==> config.mk <==
export PLATFORM = sky130hd
export DESIGN_NAME = systolic_feeder
export DESIGN_NICKNAME = d
export VERILOG_FILES = /design/src/rtl/systolic_feeder.sv
export SDC_FILE = /design/constraint.sdc
export NUM_CORES = 2
export LEC_CHECK = 0
export ABC_AREA = 1
export BUFFER_PORTS_ARGS = -buffer_cell sky130_fd_sc_hd__buf_2
export CORE_MARGIN = 2
export CORE_UTILIZATION = 25
export DETAILED_ROUTE_END_ITERATION = 8
export SLEW_MARGIN = 15
export SYNTH_ARGS = -nofsm -noshare
export SYNTH_HDL_FRONTEND = slang
export SYNTH_SLANG_ARGS = --single-unit
==> constraint.sdc <==
create_clock -name clk -period 40.3 [get_ports clk]
set_clock_uncertainty 0.2 [all_clocks]
set_input_delay 8.06 -clock clk [delete_from_list [all_inputs] [get_ports clk]]
set_output_delay 8.06 -clock clk [all_outputs]
set_load 0.1 [all_outputs]
==> src/rtl/systolic_feeder.sv <==
// Input-side sequencer for a weight-stationary systolic array: weight loading,
// clear/start control and column-skewed activation streaming.
module systolic_feeder #(
  parameter int DATA_WIDTH = 8,
  parameter int ARRAY_SIZE = 16,
  parameter int CNT_W      = $clog2(ARRAY_SIZE) + 1
) (
  input  logic                  clk,
  input  logic                  rst,
  input  logic                  cmd_valid,
  output logic                  cmd_ready,
  input  logic                  cmd_load_weights,
  input  logic [CNT_W-1:0]      cmd_num_vecs,
  input  logic                  w_valid,
  output logic                  w_ready,
  input  logic [DATA_WIDTH-1:0] w_data [ARRAY_SIZE],
  input  logic                  a_valid,
  output logic                  a_ready,
  input  logic [DATA_WIDTH-1:0] a_data [ARRAY_SIZE],
  input  logic                  sa_busy,
  output logic                  load_weights,
  output logic [$clog2(ARRAY_SIZE)-1:0] weight_row,
  output logic [DATA_WIDTH-1:0] weight_in [ARRAY_SIZE],
  output logic                  clear_acc,
  output logic                  start_compute,
  output logic [DATA_WIDTH-1:0] activation_in [ARRAY_SIZE],
  output logic                  activation_valid,
  output logic                  busy,
  output logic                  done
);

  localparam int RW = $clog2(ARRAY_SIZE);

  typedef enum logic [2:0] {
    IDLE      = 3'd0,
    LOAD_W    = 3'd1,
    CLEAR     = 3'd2,
    START     = 3'd3,
    STREAM    = 3'd4,
    DRAIN     = 3'd5,
    WAIT_BUSY = 3'd6
  } state_t;

  state_t           state, state_nxt;
  logic [RW-1:0]    row, row_nxt;
  logic [RW-1:0]    drain_cnt, drain_nxt;
  logic [CNT_W-1:0] vec_cnt, vec_nxt;
  logic [CNT_W-1:0] n_vecs, n_nxt;
  logic             shift;
  logic             head_live;
  logic             act_valid;

  // State and counter registers
  always_ff @(posedge clk or posedge rst) begin
    if (rst) begin
      state     <= IDLE;
      row       <= '0;
      drain_cnt <= '0;
      vec_cnt   <= '0;
      n_vecs    <= '0;
      act_valid <= 1'b0;
    end else begin
      state     <= state_nxt;
      row       <= row_nxt;
      drain_cnt <= drain_nxt;
      vec_cnt   <= vec_nxt;
      n_vecs    <= n_nxt;
      act_valid <= shift;
    end
  end

  // Next-state logic and array/handshake strobes
  always_comb begin
    state_nxt     = state;
    row_nxt       = row;
    drain_nxt     = drain_cnt;
    vec_nxt       = vec_cnt;
    n_nxt         = n_vecs;
    cmd_ready     = 1'b0;
    w_ready       = 1'b0;
    a_ready       = 1'b0;
    load_weights  = 1'b0;
    weight_row    = '0;
    clear_acc     = 1'b0;
    start_compute = 1'b0;
    done          = 1'b0;
    shift         = 1'b0;
    head_live     = 1'b0;
    for (int c = 0; c < ARRAY_SIZE; c++) begin
      weight_in[c] = '0;
    end

    case (state)
      IDLE: begin
        cmd_ready = 1'b1;
        if (cmd_valid) begin
          vec_nxt = '0;
          // A zero or oversized count means a full tile of vectors.
          if ((cmd_num_vecs == '0) || (cmd_num_vecs > CNT_W'(ARRAY_SIZE))) begin
            n_nxt = CNT_W'(ARRAY_SIZE);
          end else begin
            n_nxt = cmd_num_vecs;
          end
          if (cmd_load_weights) begin
            state_nxt = LOAD_W;
          end else begin
            state_nxt = CLEAR;
          end
        end else begin
          state_nxt = IDLE;
        end
      end

      LOAD_W: begin
        w_ready      = 1'b1;
        load_weights = w_valid;
        weight_row   = row;
        for (int c = 0; c < ARRAY_SIZE; c++) begin
          weight_in[c] = w_data[c];
        end
        if (w_valid) begin
          if (row == RW'(ARRAY_SIZE - 1)) begin
            row_nxt   = '0;
            state_nxt = CLEAR;
          end else begin
            row_nxt = row + RW'(1);
          end
        end else begin
          row_nxt = row;
        end
      end

      CLEAR: begin
        clear_acc = 1'b1;
        state_nxt = START;
      end

      START: begin
        start_compute = 1'b1;
        state_nxt     = STREAM;
      end

      STREAM: begin
        head_live = 1'b1;
        a_ready   = (vec_cnt < n_vecs);
        if (a_valid && a_ready) begin
          shift   = 1'b1;
          vec_nxt = vec_cnt + CNT_W'(1);
          if (vec_cnt == (n_vecs - CNT_W'(1))) begin
            drain_nxt = '0;
            state_nxt = DRAIN;
          end else begin
            state_nxt = STREAM;
          end
        end else begin
          state_nxt = STREAM;
        end
      end

      DRAIN: begin
        shift = 1'b1;
        if (drain_cnt == RW'(ARRAY_SIZE - 2)) begin
          state_nxt = WAIT_BUSY;
        end else begin
          drain_nxt = drain_cnt + RW'(1);
        end
      end

      WAIT_BUSY: begin
        if (!sa_busy) begin
          done      = 1'b1;
          state_nxt = IDLE;
        end else begin
          state_nxt = WAIT_BUSY;
        end
      end

      default: begin
        state_nxt = IDLE;
      end
    endcase
  end

  assign busy             = (state != IDLE);
  assign activation_valid = act_valid;

  // Column c delays its element by c extra cycles so the array sees a diagonal wavefront.
  for (genvar c = 0; c < ARRAY_SIZE; c++) begin : g_col
    logic [DATA_WIDTH-1:0] line [c+1];

    // Skew chain for this column; advances only on shift events
    always_ff @(posedge clk or posedge rst) begin
      if (rst) begin
        for (int k = 0; k <= c; k++) begin
          line[k] <= '0;
        end
      end else if (shift) begin
        line[0] <= head_live ? a_data[c] : '0;
        for (int k = 1; k <= c; k++) begin
          line[k] <= line[k-1];
        end
      end
    end

    assign activation_in[c] = line[c];
  end

endmodule
==> impl_metrics.tcl <==
set metrics [dict create \
    die_h_um 433 \
    seqCellArea_sq_mm 0.0278 \
    clock-sinks 1110 \
    grt.overflow.total 0 \
    placed_area_sq_mm 0.0496 \
    antenna_left 0 \
    cts_resized 0 \
    ys_seq_area_frac 0.603 \
    final_cell_mix "2097 x nand2_1, 1242 x nand3_1, 1110 x dfrtp_1, 536 x buf_2, 160 x inv_1" \
    antenna_found_initial 25 \
    final_area_sq_mm 0.0535 \
    startpoint_type "input port" \
    period_share 0.431 \
    grt_setup_unrepaired "no" \
    syn_area_per_cell_sq_um 8.66 \
    clk_latency_ps 760 \
    leakagePower_nw 30.5 \
    placeableCoreArea_sq_mm 0.183 \
    hold_end "g_col[14].line[95]" \
    synth_nets 5597 \
    outcome "finished, final reports clean" \
    place.gp.congestion 0.901 \
    cp-end-kind "output pin" \
    initial_core_util 0.252 \
    hold_depth 2 \
    post_cts_buffers 0 \
    slew_headroom 0.283 \
    ff2ff_path_depth 15 \
    multi_input_area_sq_mm 0.0150 \
    fillers 19607 \
    fin_tns_setup_ps 0 \
    setup_viol 0 \
    grt_use_total 0.128 \
    synth_cell_types 23 \
    routed_wl_um 123000 \
    die_w_um 433 \
    path_clk_slew_ps 60 \
    cts_tree "built" \
    grt_pass1_vias 34182 \
    syn2layout_area_growth_pct 16.2 \
    detail_route.wl_per_cell_um 15.3 \
    ys_ff_latch 1110 \
    path_class "input port to output pin" \
    tightest_slew_ps 1080 \
    fmax_mhz 57.6 \
    postCtsHoldBufs 0 \
    drive_gt1_frac 0.138 \
    io_pins 537 \
    netlist_area_sq_mm 0.0461 \
    drc 0 \
    rows 157 \
    vias 35401 \
    dr.pass1.iters 5 \
    peakVddDrop_mv 0.0619 \
    worstHoldPathType "flop to flop" \
    dp.final_hpwl_um 77900 \
    netlist_instances 5318 \
    r2r_slack_ps 33770 \
    cts_root_buffer "clkbuf_16" \
    drt_iter0_drc 3229 \
    yosysWarnings 0 \
    die_area_sq_mm 0.188 \
    hold_start "g_col[14].line[103]" \
    hold_viol 0 \
    powerDensity_mw_per_mm2 70.7 \
    total_power_mw 3.78 \
    grt_pass1_wl_um 194000 \
    avgViaCountPerCell 4.38 \
    slew_viol_final 0 \
    drv_cap 0 \
    critPathArrivalTime_ps 9090 \
    final_util 0.292 \
    io_buffers 536 \
    crit_fanout 1 \
    final_common_cell "nand2_1" \
    htree_levels 3 \
    cts_buffers 115 \
    fin_nets 5790 \
    r2r-start "n_vecs[2]" \
    grt_max_degree 214 \
    cp.required_ps 32040 \
    reg2reg_to "g_col[5].line[42]" \
    cts_buffer_depth 3 \
    period_minus_slack_ps 17350 \
]
report_power, final:
| part | switching (mW) | internal (mW) | total [mW] |
|---|---|---|---|
| combinational | 0.930 | 0.235 | 1.17 |
| sequential | 0.150 | 1.39 | 1.54 |
| clock | 0.459 | 0.617 | 1.08 |
cell families (layout without fill, tap and decap cells):
family,count (synthesis),in the layout,synth area share
AO/OA/AOI/OAI,15,15,0.00171
XOR/XNOR,6,6,0.00114
adder cells (fa/ha/maj),11,11,0.00299
buffers and inverters,674,955,0.0709
flip-flops,1110,1110,0.603
other,0,13,0
AND/OR/NAND/NOR,3502,3502,0.320
stage by stage:
| stage | setup slack [ps] | hold WS (ps) | instances |
|---|---|---|---|
| 2_1_floorplan | 785 | 243 | 5318 |
| 4_1_cts | 22890 | 247 | 8063 |
| 3_3_place_gp | 22860 | 250 | 7858 |
| 5_1_grt | 22900 | 271 | 8068 |
| 6_report | 22950 | 232 | 8076 |
| 3_5_place_dp | 22900 | 251 | 7858 |
final cells by class:
class	count	area share
Clock buffer	173	0.0634
Tap cell	2464	0.0576
Multi-Input combinational cell	3534	0.281
Timing Repair Buffer	586	0.0578
Inverter	164	0.0116
Sequential cell	1110	0.519
Antenna cell	13	0.000608
Clock inverter	32	0.00900
cells in the mapped netlist (all sizes together):
cell | count | area [sq um]
a21oi | 1 | 5.00
nand3 | 1244 | 6230
or4 | 1 | 7.51
nor2 | 148 | 563
buf | 374 | 2140
o21ai | 13 | 65.1
nand2 | 2098 | 7880
nand4 | 5 | 31.3
dfrtp | 1110 | 27800
clkbuf | 136 | 510
xor2 | 5 | 43.8
ha | 11 | 138
or3 | 1 | 6.26
nor4 | 2 | 12.5
xnor2 | 1 | 8.76
and2 | 1 | 6.26
nor3 | 2 | 10.0
a31o | 1 | 8.76
inv | 164 | 616
worst max path at each step:
stage                        to        from  cells after the start
6_report          weight_in[36]  w_data[36]                      4
5_1_grt           weight_in[45]  w_data[45]                      4
4_1_cts           weight_in[36]  w_data[36]                      4
3_5_place_dp      weight_in[36]  w_data[36]                      4
3_3_place_gp      weight_in[36]  w_data[36]                      4
2_1_floorplan  activation_in[0]         rst                      1
worst max-delay path, stage by stage:
cell,delay (ps)
buf_2,100
inv_1,110
nor2_1,290
buf_2,510
layer usage:
layer	up-vias	routed length (um)	track usage
li1	17181	-	-
met1	17381	53100	0.166
met2	644	60200	0.211
met3	191	5090	0.0213
met4	4	4750	0.0547
met5	-	24	0
flip-flops by register name, indices dropped and copies added, names as in the netlist:
| name | count |
|---|---|
| g_col.line | 968 |
| activation_valid | 1 |
| n_vecs | 5 |
| row | 4 |
| activation_in | 120 |
| vec_cnt | 5 |
| state | 3 |
| drain_cnt | 4 |
(Power assumes the default switching activity.)
